--- src/rtl/keypad_key_buffer.sv ---
// Key-code FIFO between the keypad scanner interrupt and the MCU IN port.
// Define KEYBUF_INT_PULSE_EN for a one-cycle INTR pulse per accepted key; otherwise INTR is a level (~EMPTY).
module keypad_key_buffer #(
    parameter int DEPTH = 4,
    parameter int AW    = 2
) (
    input  logic       CLK,
    input  logic       RST_N,
    input  logic [3:0] KEY_CODE,
    input  logic       KEY_STROBE,
    input  logic       RD_EN,
    input  logic       CLR,
    output logic [7:0] DATA_OUT,
    output logic       INTR,
    output logic       EMPTY,
    output logic       FULL,
    output logic       OVERFLOW
);

    localparam logic [AW:0] FULL_CNT = (AW+1)'(DEPTH);

    logic [3:0]    mem_q [DEPTH];
    logic [3:0]    mem_d [DEPTH];
    logic [AW-1:0] wr_ptr_q, wr_ptr_d;
    logic [AW-1:0] rd_ptr_q, rd_ptr_d;
    logic [AW:0]   count_q, count_d;
    logic          strobe_q;
    logic          overflow_q, overflow_d;
    logic          push_req, push_ok, pop_ok;

    assign EMPTY    = (count_q == '0);
    assign FULL     = (count_q == FULL_CNT);
    assign OVERFLOW = overflow_q;
    assign DATA_OUT = {~EMPTY, overflow_q, 2'b00, EMPTY ? 4'h0 : mem_q[rd_ptr_q]};

    assign push_req = KEY_STROBE & ~strobe_q;
    assign pop_ok   = RD_EN & ~EMPTY;
    // A pop in the same cycle frees the slot a full-FIFO push needs.
    assign push_ok  = push_req & (~FULL | pop_ok);

    always_comb begin
        mem_d      = mem_q;
        wr_ptr_d   = wr_ptr_q;
        rd_ptr_d   = rd_ptr_q;
        count_d    = count_q;
        overflow_d = overflow_q;
        if (CLR) begin
            wr_ptr_d   = '0;
            rd_ptr_d   = '0;
            count_d    = '0;
            overflow_d = 1'b0;
        end else begin
            if (push_ok) begin
                mem_d[wr_ptr_q] = KEY_CODE;
                wr_ptr_d        = wr_ptr_q + AW'(1);
            end
            if (pop_ok) begin
                rd_ptr_d = rd_ptr_q + AW'(1);
            end
            if (push_ok && !pop_ok) begin
                count_d = count_q + (AW+1)'(1);
            end else if (pop_ok && !push_ok) begin
                count_d = count_q - (AW+1)'(1);
            end
            if (push_req && !push_ok) begin
                overflow_d = 1'b1;
            end
        end
    end

    always_ff @(posedge CLK or negedge RST_N) begin
        if (!RST_N) begin
            for (int i = 0; i < DEPTH; i++) begin
                mem_q[i] <= 4'h0;
            end
            wr_ptr_q   <= '0;
            rd_ptr_q   <= '0;
            count_q    <= '0;
            strobe_q   <= 1'b0;
            overflow_q <= 1'b0;
        end else begin
            mem_q      <= mem_d;
            wr_ptr_q   <= wr_ptr_d;
            rd_ptr_q   <= rd_ptr_d;
            count_q    <= count_d;
            strobe_q   <= KEY_STROBE;
            overflow_q <= overflow_d;
        end
    end

`ifdef KEYBUF_INT_PULSE_EN
    logic intr_q, intr_d;

    assign intr_d = push_ok & ~CLR;
    assign INTR   = intr_q;

    always_ff @(posedge CLK or negedge RST_N) begin
        if (!RST_N) begin
            intr_q <= 1'b0;
        end else begin
            intr_q <= intr_d;
        end
    end
`else
    assign INTR = ~EMPTY;
`endif

endmodule

--- config.mk ---
export PLATFORM = sky130hd
export DESIGN_NAME = keypad_key_buffer
export DESIGN_NICKNAME = d
export VERILOG_FILES = /design/src/rtl/keypad_key_buffer.sv
export SDC_FILE = /design/constraint.sdc
export NUM_CORES = 1
export LEC_CHECK = 0
export CAP_MARGIN = 20
export CORE_MARGIN = 2
export CORE_UTILIZATION = 45
export DETAILED_ROUTE_END_ITERATION = 6
export MAX_ROUTING_LAYER = met4
export PLACE_DENSITY = 0.72
export SLEW_MARGIN = 40
export SYNTH_ARGS = -nofsm -noshare
export SYNTH_HDL_FRONTEND = slang
export SYNTH_SLANG_ARGS = --single-unit
export TNS_END_PERCENT = 100
--- constraint.sdc ---
create_clock -name CLK -period 2.25 [get_ports CLK]
set_input_delay 0.225 -clock CLK [delete_from_list [all_inputs] [get_ports CLK]]
set_output_delay 0.225 -clock CLK [all_outputs]
set_load 0.01 [all_outputs]
## Word-level counts from Yosys, hierarchy flattened

Index checks and enable logic that the tools add are counted.

| operators by class | value |
|---|---|
| add/subtract/negate cells | 4 |
| magnitude comparators | 3 |
| equal/unequal tests | 1 |
| muxes and demuxes | 16 |
| bitwise logic cells | 10 |
| reductions and logical operators | 12 |

Operator list:

| kind | count |
|---|---|
| bitwise mux 16 bit | 1 |
| 2-to-1 mux 4 bit | 4 |
| 2-to-1 mux 3 bit | 3 |
| binary-select mux 4 bit (select 2 bit) | 1 |
| demux 4 bit (select 2 bit) | 1 |
| 2-to-1 mux 2 bit | 4 |
| >= comparator 3 bit (second input constant) | 2 |
| inverter 2 -> 3 bit | 2 |
| nonzero test 2 bit | 3 |
| adder 2 x 1 -> 2 bit (second input constant) | 2 |
| logical AND 1 bit | 4 |
| inverter 1 bit | 4 |
| adder 3 x 1 -> 3 bit (second input constant) | 1 |
| AND 1 bit | 3 |
| equality test 3 bit (second input constant) | 1 |
| zero test 3 bit | 1 |
| less-than comparator 3 x 1 -> 1 bit (second input constant) | 1 |
| nonzero test 3 bit | 1 |
| subtractor 3 x 1 -> 3 bit (second input constant) | 1 |
| zero test 1 bit | 2 |
| 2-to-1 mux 1 bit | 2 |
| AND reduction 2 bit | 1 |
| bitwise OR 1 bit | 1 |

| word-level totals | value |
|---|---|
| flip-flop bits (word level) | 25 |
| bits of input ports | 9 |
| output and inout bits | 12 |
| logic and storage cells | 55 |

## Logic depth before layout (Yosys ltp)

Gate-level depths: netlist of run 1.

| logic depth | value |
|---|---|
| word-level depth | 10 |
| gate-level depth with buffers | 7 |
| gate-level depth less buffers | 7 |

## Least setup slack after synthesis of run 1

Ideal clock, no wire load.

| timing path | value |
|---|---|
| path kind | register to register |
| start point | reg count_q[1] |
| end point | reg count_q[2] |
| setup time | 125 ps |
| arrival | 1808 ps |
| required time | 2125 ps |
| path slack | 317 ps |
| cell stages (with the launch flop) | 8 |
| path buffers | 0 |
| clock period less this slack | 1933 ps |
| cell sequence | dfrtp_1 nor2_2 and2_2 nor2_1 fa_1 or3_1 a31oi_1 a21oi_1 |

RTL lines:

| what | RTL line | text |
|---|---|---|
| start, declared | 26 | `logic [AW:0] count_q, count_d;` |
| start signal, assigned | 85 | `count_q <= count_d;` |
| equality test 3 bit * | 32 | `assign FULL = (count_q == FULL_CNT);` |
| via FULL | 16 | `output logic FULL,` |
| inverter 1 bit * | 39 | `assign push_ok = push_req & (~FULL \| pop_ok);` |
| bitwise OR 1 bit * | 39 |  |
| AND 1 bit * | 39 |  |
| logical AND 1 bit or zero test 1 bit (tied branches) | 60, 62 |  |
| 2-to-1 mux 3 bit or logical AND 1 bit (tied branches) | 60, 62 |  |
| 2-to-1 mux 3 bit or nonzero test 3 bit (tied branches) | n/a |  |

Mark *: on every way through the listed nets, which the timed path passes. The rest lies on a longest branch. The select of a mux whose other input is x is not followed.
A chain may end at the register's enable or synchronous reset.

## Final worst setup path of run 1

| timing path | value |
|---|---|
| start point | reg rd_ptr_q[0] |
| end point | out DATA_OUT[0] |

| on the way | value |
|---|---|
| longest elaborated chain between the ends | 5 |

Ends and longest elaborated chain:

| what | RTL line | text |
|---|---|---|
| start, declared | 25 | `logic [AW-1:0] rd_ptr_q, rd_ptr_d;` |
| start signal, assigned | 84 | `rd_ptr_q <= rd_ptr_d;` |
| inverter 2 -> 3 bit (not written as such) | 34 | `assign DATA_OUT = {~EMPTY, overflow_q, 2'b00, EMPTY ? 4'h0 : mem_q[rd_ptr_q]};` |
| binary-select mux 4 bit (select 2 bit) | 34 |  |
| 2-to-1 mux 4 bit (not written as such) (2 in series) | 34 |  |
| 2-to-1 mux 4 bit | 34 |  |
| end, declared | 13 | `output logic [7:0] DATA_OUT,` |

No other way between the ends. The select of a mux whose other input is x is not followed.

==> results of run 1 <==
-- worst max-delay path, delay by kind of cell (launching register included) --
family	cells	cell delay [ns]
buffers and inverters	1	0.47
flip-flops	1	0.49
multiplexers	1	0.52
AND/OR/NAND/NOR	1	0.17
-- state kept, by name, summed over array words and instances, names as in the netlist --
name and cells:
count_q 3, mem_q 16, wr_ptr_q 2, strobe_q 1, rd_ptr_q 2, OVERFLOW 1
-- synth_stat cells, drive strengths merged --
cell     n
xor2     1
a31o     1
nor3b    4
mux2    16
mux2i    2
or3b     1
nor2b    1
dfrtp   25
and2     5
a21oi    1
fa       1
ha       4
a21o     2
buf      6
or3      2
inv      7
a31oi    2
xnor2    3
o31ai    1
nor2     8
nand3    4
nor4     1
nand2    2
mux4     4
conb     1
clkbuf   1
nand2b   1
o21ai    2
-- path summary, 6_finish.rpt --
check,slack (ns),endpoint
max reg2reg,0.16,count_q[2]$_DFFE_PN0P_
min reg2reg,0.51,mem_q[3]$_DFFE_PN0P_
max in group asynchronous,1.74,rd_ptr_q[0]$_DFFE_PN0P_
min in group CLK,0.39,strobe_q$_DFF_PN0_
min,0.26,rd_ptr_q[1]$_DFFE_PN0P_
max,0.06,DATA_OUT[0]
-- logic make-up (layout without fill, tap and decap cells) --
logic type | count (synthesis) | count (layout)
buf+inv | 14 | 34
flops | 25 | 25
compound gates | 9 | 9
mux | 22 | 22
fa+ha+maj | 5 | 5
simple gates | 29 | 29
xor+xnor | 4 | 4
other cells | 1 | 2
-- what timing repair did --
item / in CTS / in global routing
setup endpoints to repair: 5 / 4
setup buffers: 0 / 1
gates cloned: 0 / 0
gates resized for setup: 2 / 1
-- power by group --
group          total [W]  internal [W]  switching, W
combinational   0.000599      0.000360      0.000239
clock           0.000197     0.0000691      0.000128
sequential      0.000630      0.000542     0.0000882
-- routing by layer --
layer / GRT usage, % / share of wire (%) / up-vias
met4: 4.87 / 0.75 / 0
li1: - / - / 414
met5: - / 0 / -
met1: 21.7 / 46 / 429
met3: 2.62 / 2.8 / 2
met2: 27.0 / 50 / 13
-- cell type report --
cell class / count / area (um^2) / share of cell area, %
inverter: 7 / 26.3 / 1.62
sequential: 25 / 627 / 38.6
clock buffer: 4 / 26.3 / 1.62
tap: 33 / 41.3 / 2.54
timing repair buffer: 23 / 220 / 13.5
multi-input combinational: 71 / 684 / 42.1
-- stage by stage --
stage                     hold slack (ns)  setup WS [ns]
after floorplan                   -0.0706          0.317
after global placement              0.466          0.162
after detailed placement            0.479         0.0878
after CTS                           0.270         0.0207
after global routing                0.264        0.00408
final                               0.259         0.0612
==> reports/qor.yml, run 1 <==
drt:
  post-route-drc-count: 0
  ant_nets: 0
  first_iter_violations: 17
  dr.pass1.iters: 3
  vias_per_cell: 5.26
  wl_per_cell_um: 14.7
  num_vias: 858
  wirelength_um: 2400
timing:
  fin_crit_sh_pct: 97.3
  setup_viol: 0
  fmax_mhz: 457
  setup_tns_ns: 0
  skew_ns: 0.00825
  hold_viol_final: 0
  rsz0062_at_grt: "no"
  timing.final.max_slew_violations: 0
  layout_min_cycle_time_ns: 2.19
setup_path:
  path_max_fanout: 5
  crit_path_max_incr_delay_ns: 0.52
  cp-end-kind: "output pin"
  r2r-start: "count_q[1]$_DFFE_PN0P_"
  ff2ff_path_depth: 7
  startpoint_type: "register"
  cp-startpoint: "rd_ptr_q[0]$_DFFE_PN0P_"
  critPathArrivalTime_ns: 1.96
  slowest_stage: "mux4_2"
  path_cells: "mux4_2, and2_1, clkdlybuf4s50_1"
  crit_type: "reg -> out"
  cp_data_required_time_ns: 2.03
cts:
  cts_tree: "done"
  clk_pin_slew_ns: 0.14
  h-tree-depth: 1
  clockBufferDepth: 2
  clockRootBuffer: "clkbuf_4"
  cts_buffers: 3
  clock_latency_ns: 0.31
  clock-sinks: 25
  postCtsHoldBufs: 0
grt:
  first_global_vias: 898
  grt_pass1_wl_um: 4170
  grt_max_degree: 26
  grtUsageTotal_pct: 16.7
  antenna_found_initial: 0
  overflow: 0
die:
  chipWidth_um: 59.3
  die_h_um: 59.3
  dieArea_mm2: 0.00351
  initial_core_util_pct: 46.2
  rows: 20
  ios: 21
  core-area_mm2: 0.00298
yosys:
  synth_fa_ha_area_share_pct: 5.10
  synth.yosys.seq_area_share_pct: 45.5
  ys_top_cells_by_area: "dfrtp_1 (45%), mux2_2 (11%), mux4_2 (6.6%)"
  synth-compound-area-share_pct: 5.00
  synth_xor_area_share_pct: 2.55
  synthesis.instances: 109
  yosys.area.top_type: "dfrtp_1"
  synth_top_family_by_area: "multiplexers"
  ys_seq_elements: 25
  syn_area_per_cell_um2: 12.6
  synth_cell_types: 34
  yosysTopAreaCellShare_pct: 45.5
  synth_area_mm2: 0.00138
  synth_warnings: 0
  synthMuxAreaShare_pct: 21.1
  synthSimpleGateAreaFrac_pct: 15.2
min_path:
  hold_path.class: "in -> async"
finish:
  layout_common_cells: "dfrtp_1 (24), clkdlybuf4s50_1 (17), mux2_2 (14)"
  final_util_pct: 54.6
  final_common_cell: "dfrtp_1"
  num_antenna_cells: 0
  fin_cells: 163
  fin_area_mm2: 0.00163
  nNetsFinal: 145
  drive_above_1_share_pct: 27.7
  areaGrowthSynthToFinish_pct: 18.2
  fill_cells: 263
run_status:
  status: "completed"
pwr:
  leakagePower_nw: 0.735
  ir_worst_vdd_mv: 0.329
  fin_total_pwr_w: 0.00143
  power_density_mw_per_mm2: 877
placement:
  place_area_mm2: 0.00158
  place_inst: 158
  port_buffers: 18
  hpwlAfterDp_um: 1780
  gp_congestion: 0.844
run:
  maxCapViolations: 0
(Power assumes the default switching activity.)
==> run 2, diff against run 1 <==
--- a/config.mk
+++ b/config.mk
@@ -7,2 +7,3 @@
 export LEC_CHECK = 0
+export ABC_AREA = 1
 export CAP_MARGIN = 20
--- a/constraint.sdc
+++ b/constraint.sdc
@@ -3,2 +3,2 @@
 set_output_delay 0.225 -clock CLK [all_outputs]
-set_load 0.01 [all_outputs]
+set_load 0.1 [all_outputs]
==> run 2 against run 1 <==
Via count up 26%. Global-route usage up 1.3 points. Worst hold slack worse by 0.0075 ns. First-iteration DRC count rose to 2.6 times the previous value. Synthesized area up 2.3%. Wire length up 13%. Largest cell class unchanged. Critical path depth up 2. Utilization up 2.5 points. Flip-flop and latch count unchanged.
==> reports/qor.yml, run 2 <==
finish:
  nNetsFinal: 199  # +37%
  top_register: "mem_q"
  regArea_um2: 626  # -0.20%
  drive_above_1_share_pct: 19.0  # -8.7 points
  reg_top3: "mem_q: 16 flops, count_q: 3 flops"
  num_antenna_cells: 0  # unchanged
  fill_cells: 283  # +7.6%
  multi_input_area_um2: 687  # +0.37%
  areaGrowthSynthToFinish_pct: 21.9
  layout_common_cells: "nand2_1 (37), dfrtp_1 (25), inv_1 (22)"
  final_common_cell: "nand2_1"
  largest_register_ffs: 16  # unchanged
  final_util_pct: 57.1  # +2.5 points
timing:
  layout_min_cycle_time_ns: 1.96  # -0.232 ns
  hold_viol_final: 0  # unchanged
  setup_tns_ns: 0  # unchanged
  setup_viol: 0  # unchanged
  fin_crit_sh_pct: 87.0  # -10 points
  skew_ns: 0.00968  # +0.00142 ns
  timing.final.max_slew_violations: 0  # unchanged
  rsz0062_at_grt: "no"
  fmax_mhz: 511  # +12%
yosys:
  synth-edff-count: 0  # unchanged
  yosysTopAreaCellShare_pct: 44.5  # -1.0 points
  ys_top_cells_by_area: "dfrtp_1 (44%), nand2_1 (9.9%), o21ai_0 (7.5%)"
  synth.yosys.seq_area_share_pct: 44.5  # -1.0 points
  synthArstFlopShare_pct: 100  # unchanged
  synth_area_mm2: 0.00141  # +2.3%
  synth.most_common_cell: "nand2_1"
  synth_cell_types: 25  # -26%
  synth_warnings: 0  # unchanged
  ys_top_cells_by_count: "nand2_1 (37), dfrtp_1 (25), inv_1 (24)"
  synth_flop_cell: "dfrtp_1"
  synthesis.instances: 167  # +53%
  ys_seq_elements: 25  # unchanged
  yosys.area.top_type: "dfrtp_1"
  syn_area_per_cell_um2: 8.42  # -33%
setup_path:
  cp.buffers_inverters: 2  # +1
  cp-end-kind: "output pin"
  path_max_fanout: 11  # +6
  critPathArrivalTime_ns: 1.73  # -0.23 ns
  path_delay_family: "flip-flops"
  startpoint_type: "register"
  slowest_stage: "dfrtp_1"
  cp_data_required_time_ns: 2.03  # about the same
  crit_type: "reg -> out"
  crit_path_max_incr_delay_ns: 0.51  # about the same
  path_cells: "inv_1, a21oi_1, o21ai_0, a21oi_4, buf_12"
min_path:
  hold_path.class: "in -> async"
die:
  rows: 20  # unchanged
  chipWidth_um: 59.9  # +1.1%
  initial_core_util_pct: 46.8  # +0.66 points
  dieArea_mm2: 0.00359  # +2.1%
  ios: 21  # unchanged
  die_h_um: 59.9  # +1.1%
  core-area_mm2: 0.00300  # +0.84%
grt:
  grt_max_degree: 26  # unchanged
  overflow: 0  # unchanged
  grtUsageTotal_pct: 18.0  # +1.3 points
  first_global_vias: 1006  # +12%
  grt_pass1_wl_um: 4670  # +12%
  antenna_found_initial: 0  # unchanged
cts:
  ctsResizeCount: 0  # -2
  clockRootBuffer: "clkbuf_4"
  cts_tree: "done"
  clock-sinks: 25  # unchanged
  clk_pin_slew_ns: 0.13  # about the same
  postCtsHoldBufs: 0  # unchanged
  h-tree-depth: 1  # unchanged
  cts_buffers: 3  # unchanged
  clockBufferDepth: 2  # unchanged
  clock_latency_ns: 0.31  # about the same
  post_cts_buffers: 0  # unchanged
drt:
  ant_nets: 0  # unchanged
  vias_per_cell: 4.97  # -5.5%
  post-route-drc-count: 0  # unchanged
  wirelength_um: 2730  # +13%
  dr.pass1.iters: 4  # +1
  num_vias: 1079  # +26%
  first_iter_violations: 44  # +27
  wl_per_cell_um: 12.6  # -15%
run_status:
  status: "completed"
pwr:
  power_density_mw_per_mm2: 1390  # +58%
  ir_worst_vdd_mv: 0.466  # +41%
  leakagePower_nw: 0.800  # +8.8%
  fin_total_pwr_w: 0.00238  # +67%
placement:
  port_buffers: 18  # unchanged
  hpwlAfterDp_um: 2150  # +21%
  gp_congestion: 0.806  # -4.5%
run:
  maxCapViolations: 0  # unchanged
[run 2: per-stage QoR]
step	cell area [um^2]	cells	setup WS (ns)	hold WS, ns
after floorplan	1470	168	0.00653	-0.0706
after global placement	1690	213	0.316	0.463
after detailed placement	1690	213	0.245	0.474
after CTS	1710	217	0.286	0.257
after global routing	1710	217	0.123	0.273
final	1710	217	0.293	0.252
[run 2: power by group]
group          switching (W)  internal (W)
Sequential         0.0000759      0.000556
Clock               0.000126     0.0000692
Combinational        0.00108      0.000467
[run 2: kinds of logic (layout without fill, tap and decap cells)]
kind of cell               after synthesis  in the layout  synth area share (%)
AOI/OAI and AO/OA                       43             43                  15.4
xor gates and xnor gates                 2              2                  1.25
and+or+nand+nor                         56             56                  22.5
DFF                                     25             25                  44.5
adders and majority gates                5              5                  4.98
buffers and inverters                   35             51                  11.1
other                                    1              2                 0.267
[run 2: area by class of cell]
class / count / share of cell area (%)
multi-input combinational: 108 / 40.1
inverter: 28 / 6.35
sequential: 25 / 36.5
timing repair buffer: 19 / 13.1
clock buffer: 4 / 1.53
tap: 33 / 2.41
[run 2: worst paths after layout]
check                                    endpoint  slack (ns)  depth (start not counted)                     from
setup / recovery                      DATA_OUT[3]        0.29                          5  rd_ptr_q[0]$_DFFE_PN0P_
min in group CLK               strobe_q$_DFF_PN0_        0.37                          1               KEY_STROBE
hold / removal               mem_q[6]$_DFFE_PN0P_        0.25                          2                    RST_N
hold reg to reg              mem_q[0]$_DFFE_PN0P_        0.51                          2     mem_q[0]$_DFFE_PN0P_
max in group asynchronous  count_q[2]$_DFFE_PN0P_        1.75                          2                    RST_N
setup reg to reg           count_q[2]$_DFFE_PN0P_        0.33                         11   count_q[1]$_DFFE_PN0P_
[run 2: per-layer routing]
layer | wire length (um) | global-route usage, %
met5 | 0 | -
met4 | 15 | 6.35
met3 | 102 | 3.25
met2 | 1350 | 28.0
met1 | 1260 | 23.7
[run 2: worst reg2reg max path, stage by stage, from the launching register on]
cell and delay (ns):
dfrtp_1 0.42, nor2_4 0.21, nand2_1 0.16, nand3_4 0.13
inv_1 0.06, fa_1 0.37, xnor2_1 0.18, inv_1 0.06
nand2_1 0.06, nand2_1 0.05, nand2_1 0.07, nand2_1 0.05
